===== src/rtl/des_pkg.sv =====
// Shared DES constants: widths, FSM states, key rotation schedule and the
// IP/FP/PC1/PC2 bit permutations. Tables use DES numbering (bit 1 = MSB).
package des_pkg;

  localparam int BLOCK_W  = 64;
  localparam int KEY_W    = 64;
  localparam int HALF_W   = 28;
  localparam int SUBKEY_W = 48;

  typedef enum logic [1:0] {
    IDLE = 2'd0,
    RUN  = 2'd1,
    DONE = 2'd2
  } state_t;

  // Left-rotation amount applied before encrypt rounds 1..16
  localparam int SHIFT_ENC [16] = '{1, 1, 2, 2, 2, 2, 2, 2, 1, 2, 2, 2, 2, 2, 2, 1};

  localparam int IP_T [64] = '{
    58, 50, 42, 34, 26, 18, 10,  2,
    60, 52, 44, 36, 28, 20, 12,  4,
    62, 54, 46, 38, 30, 22, 14,  6,
    64, 56, 48, 40, 32, 24, 16,  8,
    57, 49, 41, 33, 25, 17,  9,  1,
    59, 51, 43, 35, 27, 19, 11,  3,
    61, 53, 45, 37, 29, 21, 13,  5,
    63, 55, 47, 39, 31, 23, 15,  7
  };

  localparam int FP_T [64] = '{
    40,  8, 48, 16, 56, 24, 64, 32,
    39,  7, 47, 15, 55, 23, 63, 31,
    38,  6, 46, 14, 54, 22, 62, 30,
    37,  5, 45, 13, 53, 21, 61, 29,
    36,  4, 44, 12, 52, 20, 60, 28,
    35,  3, 43, 11, 51, 19, 59, 27,
    34,  2, 42, 10, 50, 18, 58, 26,
    33,  1, 41,  9, 49, 17, 57, 25
  };

  localparam int PC1_T [56] = '{
    57, 49, 41, 33, 25, 17,  9,
     1, 58, 50, 42, 34, 26, 18,
    10,  2, 59, 51, 43, 35, 27,
    19, 11,  3, 60, 52, 44, 36,
    63, 55, 47, 39, 31, 23, 15,
     7, 62, 54, 46, 38, 30, 22,
    14,  6, 61, 53, 45, 37, 29,
    21, 13,  5, 28, 20, 12,  4
  };

  localparam int PC2_T [48] = '{
    14, 17, 11, 24,  1,  5,
     3, 28, 15,  6, 21, 10,
    23, 19, 12,  4, 26,  8,
    16,  7, 27, 20, 13,  2,
    41, 52, 31, 37, 47, 55,
    30, 40, 51, 45, 33, 48,
    44, 49, 39, 56, 34, 53,
    46, 42, 50, 36, 29, 32
  };

  function automatic logic [63:0] des_ip(input logic [63:0] d);
    logic [63:0] o;
    for (int i = 0; i < 64; i++) o[63-i] = d[64-IP_T[i]];
    return o;
  endfunction

  function automatic logic [63:0] des_fp(input logic [63:0] d);
    logic [63:0] o;
    for (int i = 0; i < 64; i++) o[63-i] = d[64-FP_T[i]];
    return o;
  endfunction

  // Parity bits 8,16,..,64 are simply never selected
  function automatic logic [55:0] des_pc1(input logic [63:0] k);
    logic [55:0] o;
    for (int i = 0; i < 56; i++) o[55-i] = k[64-PC1_T[i]];
    return o;
  endfunction

  function automatic logic [47:0] des_pc2(input logic [55:0] cd);
    logic [47:0] o;
    for (int i = 0; i < 48; i++) o[47-i] = cd[56-PC2_T[i]];
    return o;
  endfunction

  // Rotation amount for round index idx (0-based); decrypt walks the schedule backwards
  function automatic logic [1:0] key_shift(input logic [3:0] idx, input logic dec);
    logic [1:0] s;
    if (!dec)          s = 2'(SHIFT_ENC[idx]);
    else if (idx == 0) s = 2'd0;
    else               s = 2'(SHIFT_ENC[4'(16 - int'(idx))]);
    return s;
  endfunction

  function automatic logic [27:0] rotl28(input logic [27:0] x, input logic [1:0] n);
    logic [27:0] o;
    case (n)
      2'd1:    o = {x[26:0], x[27]};
      2'd2:    o = {x[25:0], x[27:26]};
      default: o = x;
    endcase
    return o;
  endfunction

  function automatic logic [27:0] rotr28(input logic [27:0] x, input logic [1:0] n);
    logic [27:0] o;
    case (n)
      2'd1:    o = {x[0], x[27:1]};
      2'd2:    o = {x[1:0], x[27:2]};
      default: o = x;
    endcase
    return o;
  endfunction

endpackage


===== src/rtl/Feistel_Function.sv =====
// DES f-function: expansion, subkey mix, S-box substitution, P permutation.
// Purely combinational.
module Feistel_Function (
  input  logic [31:0] i_r,
  input  logic [47:0] i_k,
  output logic [31:0] o_f
);

  localparam int E_T [48] = '{
    32,  1,  2,  3,  4,  5,
     4,  5,  6,  7,  8,  9,
     8,  9, 10, 11, 12, 13,
    12, 13, 14, 15, 16, 17,
    16, 17, 18, 19, 20, 21,
    20, 21, 22, 23, 24, 25,
    24, 25, 26, 27, 28, 29,
    28, 29, 30, 31, 32,  1
  };

  localparam int P_T [32] = '{
    16,  7, 20, 21, 29, 12, 28, 17,
     1, 15, 23, 26,  5, 18, 31, 10,
     2,  8, 24, 14, 32, 27,  3,  9,
    19, 13, 30,  6, 22, 11,  4, 25
  };

  // Each S-box is 4 rows x 16 columns of nibbles, row-major, first entry in the MSBs
  localparam logic [255:0] SBOX [8] = '{
    256'hE4D12FB83A6C5907_0F74E2D1A6CB9538_41E8D62BFC973A50_FC8249175B3EA06D,
    256'hF18E6B34972DC05A_3D47F28EC01A69B5_0E7BA4D158C6932F_D8A13F42B67C05E9,
    256'hA09E63F51DC7B428_D709346A285ECBF1_D6498F30B12C5AE7_1AD069874FE3B52C,
    256'h7DE3069A1285BC4F_D8B56F03472C1AE9_A690CB7DF13E5284_3F06A1D8945BC72E,
    256'h2C417AB6853FD0E9_EB2C47D150FA3986_421BAD78F9C5630E_B8C71E2D6F09A453,
    256'hC1AF92680D34E75B_AF427C9561DE0B38_9EF528C3704A1DB6_432C95FABE17608D,
    256'h4B2EF08D3C975A61_D0B7491AE35C2F86_14BDC37EAF680592_6BD814A7950FE23C,
    256'hD2846FB1A93E50C7_1FD8A374C56B0E92_7B419CE206ADF358_21E74A8DFC90356B
  };

  function automatic logic [47:0] expand(input logic [31:0] r);
    logic [47:0] o;
    for (int i = 0; i < 48; i++) o[47-i] = r[32-E_T[i]];
    return o;
  endfunction

  // Outer bits of each 6-bit group pick the row, inner four the column
  function automatic logic [31:0] substitute(input logic [47:0] x);
    logic [31:0] s;
    logic [5:0]  six;
    int          n;
    for (int b = 0; b < 8; b++) begin
      six = x[47-6*b -: 6];
      n   = 16 * int'({six[5], six[0]}) + int'(six[4:1]);
      s[31-4*b -: 4] = SBOX[b][255-4*n -: 4];
    end
    return s;
  endfunction

  function automatic logic [31:0] permute_p(input logic [31:0] s);
    logic [31:0] o;
    for (int i = 0; i < 32; i++) o[31-i] = s[32-P_T[i]];
    return o;
  endfunction

  assign o_f = permute_p(substitute(expand(i_r) ^ i_k));

endmodule


===== src/rtl/des_round.sv =====
// One DES round together with its key-schedule step. Rotation direction and
// amount depend on the absolute round index and on the mode.
module des_round
  import des_pkg::*;
(
  input  logic [31:0]         i_l,
  input  logic [31:0]         i_r,
  input  logic [HALF_W-1:0]   i_c,
  input  logic [HALF_W-1:0]   i_d,
  input  logic [3:0]          i_idx,
  input  logic                i_dec,
  output logic [31:0]         o_l,
  output logic [31:0]         o_r,
  output logic [HALF_W-1:0]   o_c,
  output logic [HALF_W-1:0]   o_d
);

  logic [1:0]          w_sh;
  logic [HALF_W-1:0]   w_c;
  logic [HALF_W-1:0]   w_d;
  logic [SUBKEY_W-1:0] w_k;
  logic [31:0]         w_f;

  assign w_sh = key_shift(i_idx, i_dec);
  assign w_c  = i_dec ? rotr28(i_c, w_sh) : rotl28(i_c, w_sh);
  assign w_d  = i_dec ? rotr28(i_d, w_sh) : rotl28(i_d, w_sh);
  assign w_k  = des_pc2({w_c, w_d});

  Feistel_Function u_f (
    .i_r (i_r),
    .i_k (w_k),
    .o_f (w_f)
  );

  assign o_l = i_r;
  assign o_r = i_l ^ w_f;
  assign o_c = w_c;
  assign o_d = w_d;

endmodule


===== src/rtl/des_iter_core.sv =====
// Iterative DES core: accepts a block/key/mode, runs 16 rounds at
// ROUNDS_PER_CYCLE rounds per clock, holds the result until taken.
module des_iter_core
  import des_pkg::*;
#(
  parameter int ROUNDS_PER_CYCLE = 1
) (
  input  logic                clk,
  input  logic                rst,
  input  logic                in_valid,
  output logic                in_ready,
  input  logic [BLOCK_W-1:0]  in_data,
  input  logic [KEY_W-1:0]    in_key,
  input  logic                in_decrypt,
  output logic                out_valid,
  input  logic                out_ready,
  output logic [BLOCK_W-1:0]  out_data,
  output logic                busy
);

  localparam int ITERS = 16 / ROUNDS_PER_CYCLE;
  localparam logic [3:0] LAST_CNT = 4'(ITERS - 1);

  if (ROUNDS_PER_CYCLE != 1 && ROUNDS_PER_CYCLE != 2 && ROUNDS_PER_CYCLE != 4 &&
      ROUNDS_PER_CYCLE != 8 && ROUNDS_PER_CYCLE != 16) begin : g_bad_rpc
    $error("des_iter_core: ROUNDS_PER_CYCLE must be 1, 2, 4, 8 or 16");
  end

  state_t              r_state;
  state_t              w_state_nxt;
  logic [31:0]         r_l;
  logic [31:0]         r_r;
  logic [HALF_W-1:0]   r_c;
  logic [HALF_W-1:0]   r_d;
  logic                r_dec;
  logic [3:0]          r_cnt;
  logic [BLOCK_W-1:0]  r_out;

  logic                w_load;
  logic                w_step;
  logic                w_last;
  logic [63:0]         w_ip;
  logic [55:0]         w_pc1;

  logic [31:0]         w_l   [ROUNDS_PER_CYCLE+1];
  logic [31:0]         w_r   [ROUNDS_PER_CYCLE+1];
  logic [HALF_W-1:0]   w_c   [ROUNDS_PER_CYCLE+1];
  logic [HALF_W-1:0]   w_d   [ROUNDS_PER_CYCLE+1];
  logic [3:0]          w_idx [ROUNDS_PER_CYCLE];

  assign w_ip  = des_ip(in_data);
  assign w_pc1 = des_pc1(in_key);

  assign w_l[0] = r_l;
  assign w_r[0] = r_r;
  assign w_c[0] = r_c;
  assign w_d[0] = r_d;

  for (genvar k = 0; k < ROUNDS_PER_CYCLE; k++) begin : g_round
    assign w_idx[k] = 4'(int'(r_cnt) * ROUNDS_PER_CYCLE + k);

    des_round u_round (
      .i_l   (w_l[k]),
      .i_r   (w_r[k]),
      .i_c   (w_c[k]),
      .i_d   (w_d[k]),
      .i_idx (w_idx[k]),
      .i_dec (r_dec),
      .o_l   (w_l[k+1]),
      .o_r   (w_r[k+1]),
      .o_c   (w_c[k+1]),
      .o_d   (w_d[k+1])
    );
  end

  // State register
  always_ff @(posedge clk) begin
    if (rst) r_state <= IDLE;
    else     r_state <= w_state_nxt;
  end

  // Next-state decode and handshake outputs (outputs depend on state only)
  always_comb begin
    w_state_nxt = r_state;
    w_load      = 1'b0;
    w_step      = 1'b0;
    w_last      = 1'b0;
    in_ready    = 1'b0;
    out_valid   = 1'b0;
    busy        = 1'b0;
    case (r_state)
      IDLE: begin
        in_ready = 1'b1;
        if (in_valid) begin
          w_load      = 1'b1;
          w_state_nxt = RUN;
        end
      end
      RUN: begin
        busy   = 1'b1;
        w_step = 1'b1;
        if (r_cnt == LAST_CNT) begin
          w_last      = 1'b1;
          w_state_nxt = DONE;
        end
      end
      DONE: begin
        out_valid = 1'b1;
        if (out_ready) w_state_nxt = IDLE;
      end
      default: w_state_nxt = IDLE;
    endcase
  end

  // Block/key load, round iteration and final swap + FP into the result register
  always_ff @(posedge clk) begin
    if (rst) begin
      r_l   <= '0;
      r_r   <= '0;
      r_c   <= '0;
      r_d   <= '0;
      r_dec <= 1'b0;
      r_cnt <= '0;
      r_out <= '0;
    end else if (w_load) begin
      r_l   <= w_ip[63:32];
      r_r   <= w_ip[31:0];
      r_c   <= w_pc1[55:28];
      r_d   <= w_pc1[27:0];
      r_dec <= in_decrypt;
      r_cnt <= '0;
    end else if (w_step) begin
      r_l <= w_l[ROUNDS_PER_CYCLE];
      r_r <= w_r[ROUNDS_PER_CYCLE];
      r_c <= w_c[ROUNDS_PER_CYCLE];
      r_d <= w_d[ROUNDS_PER_CYCLE];
      if (w_last) r_out <= des_fp({w_r[ROUNDS_PER_CYCLE], w_l[ROUNDS_PER_CYCLE]});
      else        r_cnt <= r_cnt + 4'd1;
    end
  end

  assign out_data = r_out;

endmodule


===== config.mk =====
export PLATFORM = sky130hd
export DESIGN_NAME = des_iter_core
export DESIGN_NICKNAME = d
export VERILOG_FILES = /design/src/rtl/des_pkg.sv /design/src/rtl/Feistel_Function.sv /design/src/rtl/des_round.sv /design/src/rtl/des_iter_core.sv
export SDC_FILE = /design/constraint.sdc
export NUM_CORES = 1
export LEC_CHECK = 0
export BUFFER_PORTS_ARGS = -buffer_cell sky130_fd_sc_hd__buf_2
export CAP_MARGIN = 40
export CORE_MARGIN = 2
export CORE_UTILIZATION = 27
export DETAILED_ROUTE_END_ITERATION = 12
export GPL_TIMING_DRIVEN = 0
export RECOVER_POWER = 100
export REMOVE_ABC_BUFFERS = 1
export SETUP_SLACK_MARGIN = 0.1
export SLEW_MARGIN = 5
export SYNTH_ARGS = -nofsm -noshare
export SYNTH_HDL_FRONTEND = slang
export SYNTH_SLANG_ARGS = --single-unit

===== constraint.sdc =====
create_clock -name clk -period 14.3 [get_ports clk]
set_clock_uncertainty 0.15 [all_clocks]
set_input_delay 1.43 -clock clk [delete_from_list [all_inputs] [get_ports clk]]
set_output_delay 1.43 -clock clk [all_outputs]
set_load 0.02 [all_outputs]

After elaboration in Yosys (flattened, before gate mapping)

Memories as Yosys holds them, arrays and structs flattened.
Index checks and enable logic that the tools add are counted.

Add/sub/neg operators: 18
$lt $le $gt $ge: 2
Eq/ne operators: 8
Shifts and indexed selects: 8
Multiplexer cells: 31
Bitwise logic cells: 6
Reductions and logical operators: 9

Operators with widths:

| kind                                                          | count |
|---|---|
| variable part select 259 x 10 -> 4 bit (first input constant) | 8 |
| case mux 28 bit (2 select lines)                              | 4 |
| two-way mux 28 bit                                            | 6 |
| two-way mux 32 bit                                            | 4 |
| subtractor 8 x 9 -> 10 bit (first input constant)             | 8 |
| adder 6 x 4 -> 7 bit                                          | 8 |
| bitwise XOR 48 bit                                            | 1 |
| bitwise XOR 32 bit                                            | 1 |
| two-way mux 2 bit                                             | 9 |
| two-way mux 1 bit                                             | 7 |
| != test 2 bit (second input constant)                         | 3 |
| case mux 2 bit (3 select lines)                               | 1 |
| AND reduction 3 bit                                           | 2 |
| >= comparator 4 x 5 -> 1 bit (second input constant)          | 1 |
| >= comparator 5 bit (second input constant)                   | 1 |
| inverter 4 -> 5 bit                                           | 1 |
| adder 4 x 1 -> 4 bit (second input constant)                  | 1 |
| == test 2 x 1 -> 1 bit (second input constant)                | 2 |
| == test 2 bit (second input constant)                         | 2 |
| == test 4 bit (second input constant)                         | 1 |
| logical NOT 4 bit                                             | 1 |
| inverter 4 bit                                                | 1 |
| AND reduction 2 bit                                           | 2 |
| subtractor 1 x 4 -> 4 bit (first input constant)              | 1 |
| other kinds (5)                                               | 6 |

Register bits: 191
Bits in read-only memories: 1,024
Bits of input ports: 133
Output and inout port bits: 67
Word-level logic and storage cells: 94
Memories: 2

Memory list:

| name             | depth | bits a word | read ports | clocked after memory_dff | write ports | RTL line      | RTL |
|---|---|---|---|---|---|---|---|
| (name not given) | 16    | 32          | 1          | 0                        | 0           | des_pkg.sv:93 | `else s = 2'(SHIFT_ENC[4'(16 - int'(idx))]);` |
| (name not given) | 16    | 32          | 1          | 0                        | 0           | des_pkg.sv:91 | `if (!dec) s = 2'(SHIFT_ENC[idx]);` |

Logic depth before layout (Yosys ltp)

Depth in word-level cells: 17
Gate-level depth with buffers: 30
Mapped depth without buffers: 23

Hierarchy

A second synthesis with hierarchy kept.

Cells, all modules: 2,087
Area total of the unflattened synthesis: 16,328.2 um2

By module, submodules not included:

| module           | instances | cells each | area an instance (um2) | seq. area each (um2) |
|---|---|---|---|---|
| des_iter_core    | 1         | 1,008      | 8,339.2                | 3,823.7 |
| Feistel_Function | 1         | 711        | 5,176.2                | 0.0 |
| des_round        | 1         | 368        | 2,812.7                | 0.0 |

Worst setup path before layout

No wires, ideal clock.

Path type: reg-to-reg
Start point: register r_dec
End point: register r_out[28], in the netlist out_data[28]
Setup time: 92 ps
Data arrival time: 5,573 ps
Required time: 14,058 ps
Path slack: 8,485 ps
Cell stages (with the launch flop): 27
Buffers on the path: 11
Clock period less this slack: 5,815 ps
Cells stage by stage: dfxtp_1 > buf_4 > buf_4 > buf_2 > buf_2 > buf_2 > buf_1 > buf_1 > buf_1 > a32o_1 > inv_1 > ha_1 > buf_4 > buf_6 > buf_2 > a22oi_1 > mux2_2 > nor4_4 > inv_1 > ha_1 > nor2_1 > nor3_1 > a2111oi_0 > a311o_1 > o211ai_1 > and3_1 > nor4_1

Longest elaborated chain between the ends: 9
Elaborated cells on any way between the ends: 11
Classes of those cells: add/sub: 2; eq/ne: 2; shift: 1; mux: 4; bitwise: 2

RTL lines:

| element                                                        | RTL line                      | RTL |
|---|---|---|
| start, declared                                                | des_iter_core.sv:35           | `logic r_dec;` |
| start signal, assigned                                         | des_iter_core.sv:130          | `r_dec <= in_decrypt;` |
| two-way mux 2 bit                                              | des_pkg.sv:91                 |  |
| == test 2 bit / == test 2 x 1 -> 1 bit (equally long branches) | des_pkg.sv:99, des_pkg.sv:109 |  |
| case mux 28 bit (2 select lines) (on tied branches)            | des_pkg.sv:99, des_pkg.sv:109 |  |
| two-way mux 28 bit (*)                                         | des_round.sv:26               | `assign w_d = i_dec ? rotr28(i_d, w_sh) : rotl28(i_d, w_sh);` |
| bitwise XOR 48 bit (*)                                         | Feistel_Function.sv:64        | `assign o_f = permute_p(substitute(expand(i_r) ^ i_k));` |
| adder 6 x 4 -> 7 bit (*)                                       | Feistel_Function.sv:52        | `n = 16 * int'({six[5], six[0]}) + int'(six[4:1]);` |
| subtractor 8 x 9 -> 10 bit (*)                                 | Feistel_Function.sv:53        | `s[31-4*b -: 4] = SBOX[b][255-4*n -: 4];` |
| variable part select 259 x 10 -> 4 bit (*)                     | Feistel_Function.sv:53        |  |
| bitwise XOR 32 bit (*)                                         | des_round.sv:36               | `assign o_r = i_l ^ w_f;` |
| end signal, assigned                                           | des_iter_core.sv:137          | `if (w_last) r_out <= des_fp({w_r[ROUNDS_PER_CYCLE], w_l[ROUNDS_PER_CYCLE]});` |
| end, declared                                                  | des_iter_core.sv:37           | `logic [BLOCK_W-1:0] r_out;` |

Mark *: on every way between the ends. The rest lies on a longest branch, timed or not.
A chain may end at the register's enable or synchronous reset.

Final worst setup path

Start point: register r_state[1]
End point: register r_r[8]

Longest elaborated chain between the ends: 3
Elaborated cells on any way between the ends: 6
Classes of those cells: eq/ne: 1; mux: 3; reduce/logical: 2

RTL lines:

| element                                                                          | RTL line             | RTL |
|---|---|---|
| start, declared                                                                  | des_iter_core.sv:29  | `state_t r_state;` |
| start signal, assigned                                                           | des_iter_core.sv:79  | `else r_state <= w_state_nxt;` |
| == test 2 x 1 -> 1 bit / logical NOT 2 bit (equally long branches)               | des_iter_core.sv:91  | `case (r_state)` |
| two-way mux 1 bit                                                                | des_iter_core.sv:91  |  |
| nonzero test 2 bit (no source line) / two-way mux 32 bit (equally long branches) | --                   |  |
| end signal, assigned                                                             | des_iter_core.sv:127 | `r_r <= w_ip[31:0];` |
| end signal, assigned                                                             | des_iter_core.sv:134 | `r_r <= w_r[ROUNDS_PER_CYCLE];` |
| end, declared                                                                    | des_iter_core.sv:32  | `logic [31:0] r_r;` |

Parallel ways exist; a longest one is shown, timed or not.

==> results_dict.tcl <==
set metrics [dict create \
    vias 18600 \
    first_global_vias 16400 \
    maxSlewViolCount 479 \
    p_sw_share_pct 47.8 \
    violations "max-capacitance violations, max-slew violations" \
    fmax_mhz 101 \
    synth_cell_type_count 95 \
    power.internal_w 0.00148 \
    finalCritPeriodShare_pct 69.2 \
    rsz0062_at_grt "no" \
    avgSynthCellArea_um2 7.44 \
    ys_warn_count 0 \
    clock_latency_ns 0.50 \
    cts_tree "built" \
    drt_iter0_drc 1889 \
    hpwl_um 45100 \
    clockPowerShare_pct 18.4 \
    startpoint "r_state[1]$_SDFFE_PP0P_" \
    critPathLaunchType "flip-flop" \
    crit_type "reg -> reg" \
    run_status "complete, but fails checks" \
    cellPowerDensity_mw_per_mm2 144 \
    vdd_ir_drop_max_mv 0.0686 \
    die_area_mm2 0.0686 \
    grt_max_degree 134 \
    pwr-share-comb_pct 57.3 \
    fin_ws_ns 4.41 \
    switching_power_w 0.00136 \
    multiInputGateArea_mm2 0.0127 \
    maxSlewHeadroom_pct -340 \
    die_w_um 262 \
    ys_ff_latch 191 \
    finalWeightedCongestion 0.884 \
    antenna_found_initial 10 \
    wl_per_cell_um 19.8 \
    setup_tns_ns 0 \
    worst_hold_startpoint "out_data[5]$_SDFFE_PP0P_" \
    synthFlopType "dfxtp_1" \
    hp-class "reg -> reg" \
    worst_setup_path_end_kind "flip-flop" \
    final_antenna_net_count 0 \
    coreArea_mm2 0.0659 \
    synth_edf_count 0 \
    rows 94 \
    crit_arrival_ns 10.16 \
    initial_utilization_pct 27.3 \
    final_util_pct 29.9 \
    final_cell_mix "nand2_1, nor2_1, dfxtp_1" \
    seq_power_share_pct 24.3 \
    hold_buffers 0 \
    post_cts_resized 0 \
    grt_pass1_wl_um 97500 \
    syn_inst 2414 \
    r2r-start "r_state[1]$_SDFFE_PP0P_" \
    layout_commonest_cell "nand2_1" \
    layout.area.seq_mm2 0.00383 \
    leakage_nw 7.04 \
    die_h_um 262 \
    final.fill_count 7188 \
    dp_slack_ns 7.69 \
    worst_pin_slew_ns 6.60 \
    postCtsSetupBuffers 0 \
    cts-root-buf "clkbuf_16" \
    numCtsBuffers 17 \
    period_needed_ns 9.89 \
    crit_fanout 56 \
    ys_seq_area_share_pct 21.3 \
    timing.final.hold_violations 0 \
    port_buffers 191 \
    drt-pass1-iter-count 6 \
    area_delta_synth_final_pct 9.52 \
    route.detailed.drc 0 \
    mappedNetlistArea_mm2 0.0180 \
    maxCapViolations 11 \
    vias_per_cell 5.72 \
    grt_remaining_overflow 0 \
    postLayoutCellArea_mm2 0.0197 \
    setup_violations 0 \
    cp.required_ns 14.57 \
    routed_wl_um 64300 \
    hold-worst-slack_ns 0.304 \
    async_flop_share_pct 0 \
    clk_pin_slew_ns 0.07 \
    nets 2561 \
    grt.total_usage_pct 18.2 \
    boundaryPins 200 \
    drive_gt1_share_pct 11.1 \
    cts_htree_levels 4 \
    cts_sinks 191 \
    clockBufferDepth 2 \
    place_area_mm2 0.0194 \
]
-- metrics by stage --
step / cells / power [W]
2_1_floorplan: 2129 / 0.00185
3_3_place_gp: 3184 / 0.00229
3_5_place_dp: 3215 / 0.00231
4_1_cts: 3246 / 0.00285
5_1_grt: 3248 / 0.00306
6_report: 3249 / 0.00284
-- metal layers --
metal | part of all wire, % | global-route usage, % | up-vias
met5 | 0.12 | 0 | -
met4 | 3.2 | 7.97 | 12
met3 | 5.9 | 3.86 | 83
met2 | 46 | 28.6 | 529
met1 | 45 | 24.1 | 8961
li1 | - | - | 8994
-- flip-flops by register name, summed over array words and instances, names as in the netlist --
name	cells
r_state	2
out_data	64
r_cnt	4
r_d	28
r_r	32
r_c	28
r_dec	1
r_l	32
-- cell usage after synthesis, types with 20 or more instances --
master | instances | area share (%)
a22oi_1 | 167 | 7.0
nor2_1 | 195 | 4.1
o211ai_1 | 52 | 2.2
buf_1 | 20 | 0.42
a221oi_1 | 54 | 2.6
nor3b_1 | 47 | 2.0
buf_2 | 61 | 1.7
nand3_1 | 63 | 1.8
o21ai_0 | 72 | 2.0
nor2b_1 | 48 | 1.7
ha_1 | 58 | 4.0
a21oi_1 | 177 | 4.9
nand2_1 | 210 | 4.4
xnor2_1 | 32 | 1.6
dfxtp_1 | 191 | 21
and3_1 | 36 | 1.3
nor3_1 | 92 | 2.6
and2_1 | 30 | 1.0
nand3b_1 | 28 | 1.2
a211oi_1 | 71 | 3.0
inv_1 | 32 | 0.67
buf_4 | 21 | 0.88
mux2i_1 | 94 | 5.2
clkbuf_1 | 171 | 3.6
mux2_2 | 33 | 2.1
-- logic make-up (layout without fill, tap and decap cells) --
kind of cell,Yosys count,count (layout),synth area share [%]
AO/OA/AOI/OAI,782,782,31.1
XOR/XNOR,46,46,2.28
adder cells (fa/ha/maj),59,59,4.09
buffers and inverters,324,292,8.10
flip-flops,191,191,21.3
multiplexers,127,127,7.30
other,0,3,0
AND/OR/NAND/NOR,885,885,25.8
-- power groups by stage --
| stage | sequential (W) | clock, W | combinational (W) |
|---|---|---|---|
| detailed placement | 0.000702 | 0 | 0.00161 |
| floorplan | 0.000652 | 0 | 0.00120 |
| global route | 0.000700 | 0.000559 | 0.00180 |
| global placement | 0.000707 | 0 | 0.00158 |
| finish | 0.000689 | 0.000524 | 0.00163 |
| CTS | 0.000689 | 0.000544 | 0.00162 |
-- cell type report --
type	count	share of cell area (%)
tap	864	5.49
inverter	39	0.750
sequential	191	19.4
timing repair buffer	222	6.78
clock buffer	19	2.20
antenna	3	0.0381
multi-input combinational	1899	64.5
clock inverter	12	0.820
-- worst max-delay path: stages (launching register included) --
cell,delay [ns]
dfxtp_1,0.34
nand2b_1,1.23
clkbuf_1,1.74
clkinvlp_2,1.62
clkbuf_1,1.50
nor2_1,2.38
buf_12,0.29
a22oi_1,0.10
o41ai_1,0.09
nor2_1,0.07
a21oi_1,0.15
-- path summary, 6_finish.rpt --
check	slack [ns]	endpoint	cells past startpoint
max	4.41	r_r[8]$_SDFFE_PP0P_	10
min	0.30	out_data[5]$_SDFFE_PP0P_	2
max reg2reg	4.41	r_r[8]$_SDFFE_PP0P_	10
min reg2reg	0.30	out_data[5]$_SDFFE_PP0P_	2
Power figures use the tool's default switching activity.
